<file path="src/rtl/para_sequen_sched.sv">
// Multi-channel timed-write engine: one start command schedules CH data words,
// each landing in its output register after a cumulative (sequential) or absolute (parallel) delay.
module para_sequen_sched #(
  parameter int CH = 4,
  parameter int DW = 4,
  parameter int TW = 8,
  parameter int AW = TW + $clog2(CH) + 1
) (
  input  logic             clk,
  input  logic             rstn,
  input  logic             start,
  input  logic             mode,
  input  logic [CH-1:0]    en_i,
  input  logic [CH*TW-1:0] delay_i,
  input  logic [CH*DW-1:0] data_i,
  output logic             busy,
  output logic             done,
  output logic [CH-1:0]    upd_o,
  output logic [CH*DW-1:0] data_o
);

  // Handshake: start is a level sampled on the rising edge only while IDLE;
  // there is no ready signal, busy=1 means start is ignored.
  typedef enum logic {IDLE = 1'b0, RUN = 1'b1} state_t;

  state_t state_q, state_d;

  logic [AW-1:0]    timer_q;
  logic [AW-1:0]    tmax_q, tmax_d;
  logic [AW-1:0]    target_q [CH];
  logic [AW-1:0]    target_d [CH];
  logic [CH-1:0]    en_q;
  logic [CH*DW-1:0] data_q;
  logic             last_evt;

  // Targets are computed from the live inputs so they are ready at the start edge.
  always_comb begin
    logic [AW-1:0] acc;
    acc    = '0;
    tmax_d = '0;
    for (int k = 0; k < CH; k++) begin
      target_d[k] = '0;
    end
    for (int k = 0; k < CH; k++) begin
      acc = acc + AW'(delay_i[k*TW +: TW]);
      if (mode) begin
        target_d[k] = AW'(delay_i[k*TW +: TW]);
        if (target_d[k] > tmax_d) tmax_d = target_d[k];
      end else begin
        target_d[k] = acc;
        tmax_d      = acc;
      end
    end
  end

  assign last_evt = (timer_q == tmax_q);

  always_comb begin
    state_d = state_q;
    case (state_q)
      IDLE:    if (start) state_d = RUN;
      RUN:     if (last_evt) state_d = IDLE;
      default: state_d = IDLE;
    endcase
  end

  always_ff @(posedge clk) begin
    if (!rstn) state_q <= IDLE;
    else       state_q <= state_d;
  end

  always_ff @(posedge clk) begin
    if (!rstn) begin
      timer_q <= '0;
      tmax_q  <= '0;
      en_q    <= '0;
      data_q  <= '0;
      busy    <= 1'b0;
      done    <= 1'b0;
      upd_o   <= '0;
      data_o  <= '0;
      for (int k = 0; k < CH; k++) target_q[k] <= '0;
    end else begin
      done  <= 1'b0;
      upd_o <= '0;
      if (state_q == IDLE) begin
        if (start) begin
          timer_q <= '0;
          tmax_q  <= tmax_d;
          en_q    <= en_i;
          data_q  <= data_i;
          busy    <= 1'b1;
          for (int k = 0; k < CH; k++) target_q[k] <= target_d[k];
        end
      end else begin
        timer_q <= timer_q + AW'(1);
        // Masked channels still reach their target; they just do not write.
        for (int k = 0; k < CH; k++) begin
          if (timer_q == target_q[k] && en_q[k]) begin
            data_o[k*DW +: DW] <= data_q[k*DW +: DW];
            upd_o[k]           <= 1'b1;
          end
        end
        if (last_evt) begin
          done <= 1'b1;
          busy <= 1'b0;
        end
      end
    end
  end

endmodule
</file>
<file path="config.mk">
export PLATFORM = sky130hd
export DESIGN_NAME = para_sequen_sched
export DESIGN_NICKNAME = d
export VERILOG_FILES = /design/src/rtl/para_sequen_sched.sv
export SDC_FILE = /design/constraint.sdc
export NUM_CORES = 1
export LEC_CHECK = 0
export ABC_AREA = 1
export BUFFER_PORTS_ARGS = -buffer_cell sky130_fd_sc_hd__buf_2
export CAP_MARGIN = 10
export CORE_MARGIN = 2
export CORE_UTILIZATION = 57
export DETAILED_ROUTE_END_ITERATION = 7
export GPL_TIMING_DRIVEN = 1
export MAX_ROUTING_LAYER = met4
export PLACE_DENSITY = 0.79
export SETUP_SLACK_MARGIN = 0.02
export SLEW_MARGIN = 40
export SYNTH_ARGS = -nofsm -noshare
export SYNTH_HDL_FRONTEND = slang
export SYNTH_SLANG_ARGS = --single-unit
</file>
<file path="constraint.sdc">
create_clock -name clk -period 9.09 [get_ports clk]
set_input_delay 1.3635 -clock clk [delete_from_list [all_inputs] [get_ports clk]]
set_output_delay 1.3635 -clock clk [all_outputs]
set_load 0.05 [all_outputs]
</file>
==> flow_metrics.env, run 1 <==
export IMPL_clkPwrFrac_pct=22.0
export IMPL_crit_family="compound AO/OA/AOI/OAI gates"
export IMPL_placedCellCount=1040
export IMPL_required_ns=9.40
export IMPL_peakVddDrop_mv=0.0914
export IMPL_fin_skew_ns=0.0156
export IMPL_critPathBufInv=4
export IMPL_final_common_cell="nand2_1"
export IMPL_setup_viol=0
export IMPL_layout_nets=1016
export IMPL_ys_flop_type="dfxtp_1"
export IMPL_io_pin_count=78
export IMPL_die_w_um=110
export IMPL_postCtsSetupBuffers=0
export IMPL_regArea_um2=2440
export IMPL_rsz0062_at_grt="no"
export IMPL_ys_seq_area_share_pct=38.2
export IMPL_seqPwrFrac_pct=42.2
export IMPL_rows=38
export IMPL_totalWireLength_um=15700
export IMPL_crit_top_cell="nand2_1"
export IMPL_portBuffers=77
export IMPL_min_to="data_o[3]$_SDFFE_PN0P_"
export IMPL_n_antenna_cell=0
export IMPL_clk_pin_slew_ns=0.10
export IMPL_setup_tns_ns=0
export IMPL_antenna_found_initial=0
export IMPL_drc_errors=0
export IMPL_fmax_ghz=0.169
export IMPL_hold_buffers=0
export IMPL_clk_latency_ns=0.37
export IMPL_post_drt_via_cell_ratio=5.50
export IMPL_tightest_slew_ns=0.864
export IMPL_critPathArrivalTime_ns=6.23
export IMPL_grt_pass1_vias=5149
export IMPL_ys_seq_elements=103
export IMPL_cts_sinks=103
export IMPL_finalMaxSlewViolations=0
export IMPL_maxCapViolations=0
export IMPL_max_stage_delay_ns=0.62
export IMPL_cts_root_buf="clkbuf_8"
export IMPL_core_um2=10900
export IMPL_cts_tree="built"
export IMPL_yosys_warnings=0
export IMPL_drive_gt1_share_pct=13.2
export IMPL_r2r_start="state_q$_SDFF_PN0_"
export IMPL_grt_ovfl_total=0
export IMPL_cts_path_max_buffers=2
export IMPL_leakage_uw=0.00344
export IMPL_start_util_pct=58.8
export IMPL_h_tree_depth=3
export IMPL_p_per_area_nw_per_um2=181
export IMPL_final_cell_mix="nand2_1, inv_1, a21oi_1"
export IMPL_vias=5803
export IMPL_synth_area_per_cell_um2=7.57
export IMPL_grt_pass1_wl_um=25000
export IMPL_rrSetupSlack_ns=6.61
export IMPL_critPathKind="in -> reg"
export IMPL_crit_fanout=49
export IMPL_relSlewSlack_pct=41.9
export IMPL_syn_area_um2=6400
export IMPL_min_path_cells=2
export IMPL_switching_power_uw=471
export IMPL_area_delta_synth_final_pct=10.7
export IMPL_final_instance_count_excl_fill=1056
export IMPL_die_y_um=110
export IMPL_period_needed_ns=5.92
export IMPL_async_flop_share_pct=0
export IMPL_total_power_uw=1280
export IMPL_rr_worst_depth=5
export IMPL_gp_congestion=0.949
export IMPL_netSwitchingFraction_pct=36.8
export IMPL_multi_input_area_um2=3440
export IMPL_grt_usage_pct=27.5
export IMPL_fillCellCount=982
export IMPL_crit_slowest_cell="buf_2"
export IMPL_synth_edff_count=38
export IMPL_die_area_um2=12100
export IMPL_status="finished clean"
export IMPL_min_from="data_q[3]$_SDFFE_PN0P_"
export IMPL_cts_buffers=9
export IMPL_wl_per_cell_um=14.8
export IMPL_min_period_over_period_pct=65.1
export IMPL_cp_end_kind="register"
export IMPL_internal_power_uw=809
export IMPL_hp_class="reg -> reg"
export IMPL_syn_inst=845
export IMPL_r2r_end="target_q[3][10]$_SDFFCE_PP0P_"
export IMPL_grt_max_degree=56
export IMPL_cts_resized=0
export IMPL_ys_types=50
export IMPL_holdWs_ns=0.453
export IMPL_cp_start_kind="input pin"
export IMPL_synth_fp_nets=950
export IMPL_comb_power_share_pct=35.8
export IMPL_ant_nets=0
export IMPL_dr_pass1_iters=5
export IMPL_drt_iter0_markers=569
export IMPL_hold_viol_final=0
export IMPL_dp_hpwl_um=12100
==> synthesized netlist by cell type (all sizes together), types with 6 or more instances <==
| library cell | instances | area (µm²) |
|---|---|---|
| nand2 | 199 | 774 |
| inv | 110 | 413 |
| a21oi | 80 | 404 |
| dfxtp | 65 | 1300 |
| nor2 | 62 | 238 |
| o21ai | 54 | 278 |
| ha | 46 | 576 |
| nand3 | 39 | 195 |
| edfxtp | 38 | 1140 |
| clkbuf | 19 | 71.3 |
| nor3 | 19 | 95.1 |
| xor2 | 19 | 166 |
| xnor2 | 15 | 139 |
| o22ai | 8 | 50.1 |
| o21bai | 7 | 56.3 |
| a22o | 6 | 52.6 |
| a31oi | 6 | 37.5 |
==> flip-flops by register name, indices dropped and copies added (netlist names) <==
signal    flops
data_o       16
tmax_q       11
done          1
busy          1
en_q          4
timer_q      11
upd_o         4
state_q       1
target_q     38
data_q       16
==> power by group through the flow <==
stage | Sequential [µW] | Combinational [µW] | Clock [µW]
floorplan | 549 | 335 | 0
global placement | 550 | 445 | 0
detailed placement | 551 | 451 | 0
CTS | 540 | 454 | 287
global route | 545 | 519 | 307
finish | 540 | 458 | 282
==> worst reg2reg max path: cells and delay by family (launching register included) <==
family | cells | cell delay (ns)
compound gates | 1 | 0.53
buf+inv | 1 | 0.22
flops | 1 | 0.41
simple gates | 3 | 1.09
==> cell type report <==
cell class | instances | share of cell area (%)
tap | 140 | 2.47
multi-input combinational | 604 | 48.5
clock buffer | 11 | 2.30
sequential | 103 | 34.5
timing repair buffer | 79 | 5.65
inverter | 114 | 6.08
clock inverter | 5 | 0.495
==> metrics by stage <==
step	util, %	worst slack [ns]	area, µm²
global placement	63.2	3.00	6880
detailed placement	63.2	2.88	6880
CTS	65.0	3.25	7080
floorplan	-	3.74	6400
finish	65.0	3.17	7080
global route	65.0	2.65	7080
==> layer usage <==
| metal | share of wire (%) | track usage [%] | vias to the layer above |
|---|---|---|---|
| met1 | 46 | 37.8 | 2631 |
| met2 | 46 | 42.9 | 201 |
| li1 | - | - | 2951 |
| met5 | 0 | - | - |
| met3 | 6.3 | 3.56 | 20 |
| met4 | 1.5 | 7.41 | 0 |
==> kinds of logic after synthesis <==
group / count (synthesis) / synth area share, %
DFF: 103 / 38.2
AOI/OAI and AO/OA: 182 / 16.6
xor gates and xnor gates: 34 / 4.77
adders and majority gates: 49 / 9.94
and+or+nand+nor: 339 / 22.4
buffers and inverters: 138 / 8.16
==> worst max path at each step <==
stage | startpoint | end | depth (start not counted)
5_1_grt | mode | tmax_q[1]$_SDFFE_PN0P_ | 32
4_1_cts | mode | tmax_q[0]$_SDFFE_PN0P_ | 32
6_report | mode | tmax_q[2]$_SDFFE_PN0P_ | 32
3_5_place_dp | mode | tmax_q[0]$_SDFFE_PN0P_ | 32
2_1_floorplan | delay_i[0] | tmax_q[2]$_SDFFE_PN0P_ | 34
3_3_place_gp | mode | tmax_q[1]$_SDFFE_PN0P_ | 32
Power figures use the tool's default switching activity.
==> inputs of run 2 (changes only) <==
- ABC_AREA: 1 -> 0
- CORE_UTILIZATION: 57 -> 54
- clock period: 9.09 -> 5.3 ns (I/O delays scaled with it)
==> flow_metrics.env, run 2 <==
export IMPL_status="finished, violations left"
export IMPL_violations="setup timing"
export IMPL_rr_worst_depth=4
export IMPL_drt_iter0_markers=603
export IMPL_synth_common_cells="nand2_1, a21oi_1, nor2_1, dfxtp_1, xnor2_1"
export IMPL_n_antenna_cell=0
export IMPL_die_w_um=115
export IMPL_reg_largest_list="target_q (38), data_o (16), data_q (16)"
export IMPL_largest_reg_flops=38
export IMPL_layout_nets=1017
export IMPL_ys_types=61
export IMPL_post_drt_via_cell_ratio=5.89
export IMPL_total_power_uw=2800
export IMPL_core_um2=12000
export IMPL_ant_nets=0
export IMPL_start_util_pct=55.3
export IMPL_grt_max_degree=52
export IMPL_hold_viol_final=0
export IMPL_r2r_end="target_q[0][4]$_SDFFCE_PN0P_"
export IMPL_grt_pass1_wl_um=29100
export IMPL_grt_usage_pct=29.0
export IMPL_fin_skew_ns=0.00857
export IMPL_vias=6271
export IMPL_syn_area_um2=6650
export IMPL_r2r_start="state_q$_SDFF_PN0_"
export IMPL_grt_ovfl_total=0
export IMPL_syn_inst=767
export IMPL_peakVddDrop_mv=0.172
export IMPL_die_area_um2=13200
export IMPL_drc_errors=0
export IMPL_setup_viol=8
export IMPL_cts_root_buf="clkbuf_16"
export IMPL_totalWireLength_um=18700
export IMPL_rsz0062_at_grt="yes"
export IMPL_yosysMostFrequentCell="nand2_1"
export IMPL_fillCellCount=846
export IMPL_async_flop_share_pct=0
export IMPL_p_per_area_nw_per_um2=324
export IMPL_synth_top_area_cell="dfxtp_1"
export IMPL_leakage_uw=0.00366
export IMPL_relSlewSlack_pct=43.8
export IMPL_cp_end_kind="register"
export IMPL_ys_top_cells_by_area="dfxtp_1, edfxtp_1, ha_1"
export IMPL_clk_latency_ns=0.35
export IMPL_stdcell_area_um2=8640
export IMPL_critPathArrivalTime_ns=5.83
export IMPL_fmax_ghz=0.180
export IMPL_final_common_cell="nand2_1"
export IMPL_dr_pass1_iters=5
export IMPL_antenna_found_initial=0
export IMPL_area_delta_synth_final_pct=30.0
export IMPL_synth_top_area_share_pct=19.6
export IMPL_io_pin_count=78
export IMPL_clk_pin_slew_ns=0.06
export IMPL_setup_ws_ns=-0.249
export IMPL_required_ns=5.58
export IMPL_crit_fanout=5
export IMPL_holdWs_ns=0.458
export IMPL_ys_seq_area_share_pct=36.8
export IMPL_rrSetupSlack_ns=2.83
export IMPL_regMostFlops="target_q"
export IMPL_rows=40
export IMPL_critPathKind="in -> reg"
export IMPL_dp_hpwl_um=14100
export IMPL_dpl_cell_area_um2=7790
export IMPL_post_route_util_pct=71.9
export IMPL_synth_edff_count=38
export IMPL_cts_path_max_buffers=2
export IMPL_critPathLaunch="delay_i[7]"
export IMPL_cp_start_kind="input pin"
export IMPL_synth_area_per_cell_um2=8.66
export IMPL_portBuffers=77
export IMPL_wl_per_cell_um=17.5
export IMPL_drive_gt1_share_pct=30.3
export IMPL_tightest_slew_ns=0.839
export IMPL_final_cell_mix="nand2_1, buf_4, buf_2"
export IMPL_maxCapViolations=0
export IMPL_yosys_warnings=0
export IMPL_cts_tree="built"
export IMPL_die_y_um=115
export IMPL_ys_flop_type="dfxtp_1"
export IMPL_grt_pass1_vias=5914
export IMPL_cts_buffers=9
export IMPL_min_period_over_period_pct=105
export IMPL_finalMaxSlewViolations=0
export IMPL_ys_seq_elements=103
export IMPL_synth_fp_nets=872
export IMPL_cts_sinks=103
export IMPL_hp_class="reg -> reg"
export IMPL_endpoint="tmax_q[0]$_SDFFE_PN0P_"
export IMPL_h_tree_depth=3
export IMPL_gp_congestion=1.01
export IMPL_period_needed_ns=5.55
run 2: final cells by class:
type	count	area, µm²	share of cell area, %
tap	147	184	2.13
clock buffer	11	253	2.92
multi-input combinational	597	4460	51.6
sequential	103	2440	28.3
timing repair buffer	173	1140	13.2
inverter	28	113	1.30
clock inverter	5	55.1	0.637
run 2: layer usage:
metal | routed length [µm] | track usage (%)
met3 | 1310 | 5.22
met5 | 0 | -
met1 | 7860 | 35.5
met4 | 738 | 11.4
met2 | 8760 | 47.7
run 2: cell families (layout without fill, tap and decap cells):
kind of cell | after synthesis | in the layout | share of synthesized area, %
AO/OA/AOI/OAI | 163 | 163 | 15.3
flip-flops | 103 | 103 | 36.8
multiplexers | 34 | 34 | 5.31
adder cells (fa/ha/maj) | 49 | 49 | 9.57
XOR/XNOR | 70 | 70 | 9.23
AND/OR/NAND/NOR | 280 | 281 | 20.0
buffers and inverters | 68 | 217 | 3.88
run 2: worst min-delay path by stage:
| stage | from | to | slack, ns | depth (start not counted) |
|---|---|---|---|---|
| after CTS | data_q[15]$_SDFFE_PN0P_ | data_q[15]$_SDFFE_PN0P_ | 0.46 | 2 |
| after floorplan | en_q[0]$_SDFFE_PN0P_ | en_q[0]$_SDFFE_PN0P_ | 0.43 | 2 |
| after detailed placement | data_q[15]$_SDFFE_PN0P_ | data_q[15]$_SDFFE_PN0P_ | 0.45 | 2 |
| after global placement | data_q[13]$_SDFFE_PN0P_ | data_q[13]$_SDFFE_PN0P_ | 0.44 | 2 |
| after global routing | data_q[11]$_SDFFE_PN0P_ | data_q[11]$_SDFFE_PN0P_ | 0.48 | 2 |
| final | data_q[15]$_SDFFE_PN0P_ | data_q[15]$_SDFFE_PN0P_ | 0.46 | 2 |
run 2: timing repair:
action	4_1_cts	5_1_grt
cloned	1	0
resized for setup	28	48
hold buffers	0	0
pin swaps	24	26
setup buffers	7	12
endpoints found under the setup margin	8	8
run 2: power breakdown:
part | internal, µW | total (µW) | switching (µW)
logic | 576 | 1210 | 634
clock network | 391 | 670 | 279
registers | 885 | 923 | 38.0
run 2: stage by stage:
stage | setup slack [ns] | TNS (ns) | instances
6_report | -0.249 | -1.43 | 1064
5_1_grt | -0.387 | -2.56 | 1064
4_1_cts | -0.0994 | -0.366 | 1052
3_5_place_dp | -0.941 | -6.96 | 1028
3_3_place_gp | -0.676 | -5.02 | 1028
2_1_floorplan | -0.252 | -0.683 | 767
run 2: critical path, cell delays in order:
cell,delay [ns]
buf_8,0.09
inv_8,0.03
ha_4,0.24
a21oi_4,0.16
nand2_2,0.07
or4_4,0.54
and3_4,0.22
mux2_4,0.31
nand2_2,0.07
nand2_1,0.06
ha_1,0.29
nand3_2,0.09
nor3_4,0.18
a21oi_4,0.07
o41ai_4,0.25
and2_4,0.23
a21oi_4,0.08
buf_4,0.15
mux2i_2,0.15
o21ba_4,0.21
ha_4,0.26
nand4_1,0.12
or3_4,0.37
o21a_4,0.15
buf_6,0.12
a311oi_2,0.30
inv_1,0.09
o211ai_2,0.13
==> inputs of run 3 (changes only) <==
==> constraint.sdc (replaced) <==
create_clock -name clk -period 5.3 [get_ports clk]
set_input_delay 1.325 -clock clk [delete_from_list [all_inputs] [get_ports clk]]
set_output_delay 1.325 -clock clk [all_outputs]
set_load 0.05 [all_outputs]
==> flow_metrics.env, run 3 (same netlist as run 2, synthesis figures left out) <==
export IMPL_drive_gt1_share_pct=32.9
export IMPL_cts_sinks=103
export IMPL_io_pin_count=78
export IMPL_core_um2=12000
export IMPL_dr_pass1_iters=4
export IMPL_fmax_ghz=0.168
export IMPL_cp_start_kind="input pin"
export IMPL_post_drt_via_cell_ratio=5.88
export IMPL_grt_usage_pct=30.8
export IMPL_crit_top_cell="ha_4"
export IMPL_crit_fanout=5
export IMPL_cts_path_max_buffers=2
export IMPL_rsz0062_at_grt="yes"
export IMPL_p_per_area_nw_per_um2=323
export IMPL_finalMaxSlewViolations=0
export IMPL_relSlewSlack_pct=44.2
export IMPL_setup_ws_ns=-0.653
export IMPL_min_from="data_q[2]$_SDFFE_PN0P_"
export IMPL_r2r_end="target_q[0][2]$_SDFFCE_PN0P_"
export IMPL_fin_skew_ns=0.0129
export IMPL_setup_viol=8
export IMPL_cts_root_buf="clkbuf_16"
export IMPL_min_path_cells=2
export IMPL_clk_latency_ns=0.34
export IMPL_largest_reg_flops=38
export IMPL_required_ns=5.58
export IMPL_wl_per_cell_um=18.1
export IMPL_maxCapViolations=0
export IMPL_max_stage_delay_ns=0.54
export IMPL_min_to="data_q[2]$_SDFFE_PN0P_"
export IMPL_drc_errors=0
export IMPL_hold_viol_final=0
export IMPL_crit_slowest_cell="or4_4"
export IMPL_die_area_um2=13200
export IMPL_grt_ovfl_total=0
export IMPL_reg_largest_list="target_q (38), data_o (16), data_q (16)"
export IMPL_hp_class="reg -> reg"
export IMPL_grt_pass1_wl_um=31200
export IMPL_post_route_util_pct=73.7
export IMPL_pre_cts_ws_ns=-1.30
export IMPL_layout_nets=1045
export IMPL_peakVddDrop_mv=0.190
export IMPL_n_antenna_cell=0
export IMPL_final_instance_count_excl_fill=1092
export IMPL_antenna_found_initial=0
export IMPL_placedCellCount=1065
export IMPL_area_delta_synth_final_pct=33.1
export IMPL_rr_worst_depth=4
export IMPL_die_y_um=115
export IMPL_leakage_uw=0.00379
export IMPL_die_w_um=115
export IMPL_regMostFlops="target_q"
export IMPL_vias=6424
export IMPL_violations="setup timing"
export IMPL_cts_tree="built"
export IMPL_portBuffers=77
export IMPL_min_period_over_period_pct=112
export IMPL_rrSetupSlack_ns=2.81
export IMPL_r2r_start="state_q$_SDFF_PN0_"
export IMPL_final_cell_mix="buf_4, nand2_1, buf_2"
export IMPL_rows=40
export IMPL_drt_iter0_markers=514
export IMPL_cp_end_kind="register"
export IMPL_critPathArrivalTime_ns=6.23
export IMPL_cts_buffers=9
export IMPL_gp_congestion=0.985
export IMPL_period_needed_ns=5.95
export IMPL_h_tree_depth=3
export IMPL_ant_nets=0
export IMPL_totalWireLength_um=19700
export IMPL_start_util_pct=55.3
export IMPL_tightest_slew_ns=0.831
export IMPL_critPathKind="in -> reg"
export IMPL_fillCellCount=880
export IMPL_status="finished, violations left"
export IMPL_grt_pass1_vias=6513
export IMPL_hold_buffers=0
export IMPL_grt_max_degree=52
export IMPL_final_common_cell="buf_4"
export IMPL_dp_hpwl_um=14600
export IMPL_clk_pin_slew_ns=0.07
[run 3: layer usage]
layer | up-vias | GRT usage [%] | routed length [µm] | share of wire, %
met5 | - | - | 0 | 0
met4 | 0 | 13.9 | 703 | 3.6
met3 | 58 | 3.58 | 1030 | 5.2
met2 | 241 | 52.2 | 9840 | 50
met1 | 3062 | 36.7 | 8140 | 41
li1 | 3063 | - | - | -
[run 3: worst max-delay path by stage]
stage / start / endpoint / slack (ns) / depth (start not counted)
after floorplan: delay_i[15] / tmax_q[2]$_SDFFE_PN0P_ / -0.78 / 25
after global routing: delay_i[7] / tmax_q[0]$_SDFFE_PN0P_ / -0.84 / 27
after global placement: delay_i[7] / tmax_q[2]$_SDFFE_PN0P_ / -1.13 / 26
after CTS: delay_i[7] / tmax_q[0]$_SDFFE_PN0P_ / -0.62 / 27
after detailed placement: delay_i[7] / tmax_q[5]$_SDFFE_PN0P_ / -1.30 / 29
final: delay_i[15] / tmax_q[0]$_SDFFE_PN0P_ / -0.65 / 26
[run 3: power by group]
group	total (µW)	internal, µW	switching (µW)	leakage, µW
sequential	925	885	39.5	0.000940
combinational	1300	642	660	0.00270
clock	629	356	273	0.000146
total	2860	1880	973	0.00379
[run 3: critical path: cells and delay by family]
family                   cells  cell delay (ns)
adder cells (fa/ha/maj)      3             0.78
AO/OA/AOI/OAI               10             1.91
buffers and inverters        3             0.30
AND/OR/NAND/NOR              9             1.60
multiplexers                 1             0.32
[run 3: timing repair]
item,in CTS,in global routing
gates cloned,1,0
setup endpoints to repair,10,13
pin swaps,35,23
buffers inserted,9,2
gates resized for setup,42,42
[run 3: layout make-up]
cell class	instances	area, µm²	share of cell area, %
Clock inverter	3	16.3	0.184
Timing Repair Buffer	201	1350	15.3
Inverter	28	113	1.27
Sequential cell	103	2440	27.6
Multi-Input combinational cell	597	4470	50.5
Clock buffer	13	270	3.05
Tap cell	147	184	2.08
[run 3: through the flow]
step / area (µm²) / total power (µW) / setup TNS, ns / hold WS (ns)
after floorplan: 6800 / 1610 / -4.91 / 0.432
after global placement: 8070 / 2020 / -9.32 / 0.441
after detailed placement: 8070 / 2060 / -11.19 / 0.446
after CTS: 8620 / 2770 / -4.35 / 0.455
after global routing: 8850 / 3000 / -5.94 / 0.476
final: 8850 / 2860 / -4.56 / 0.454
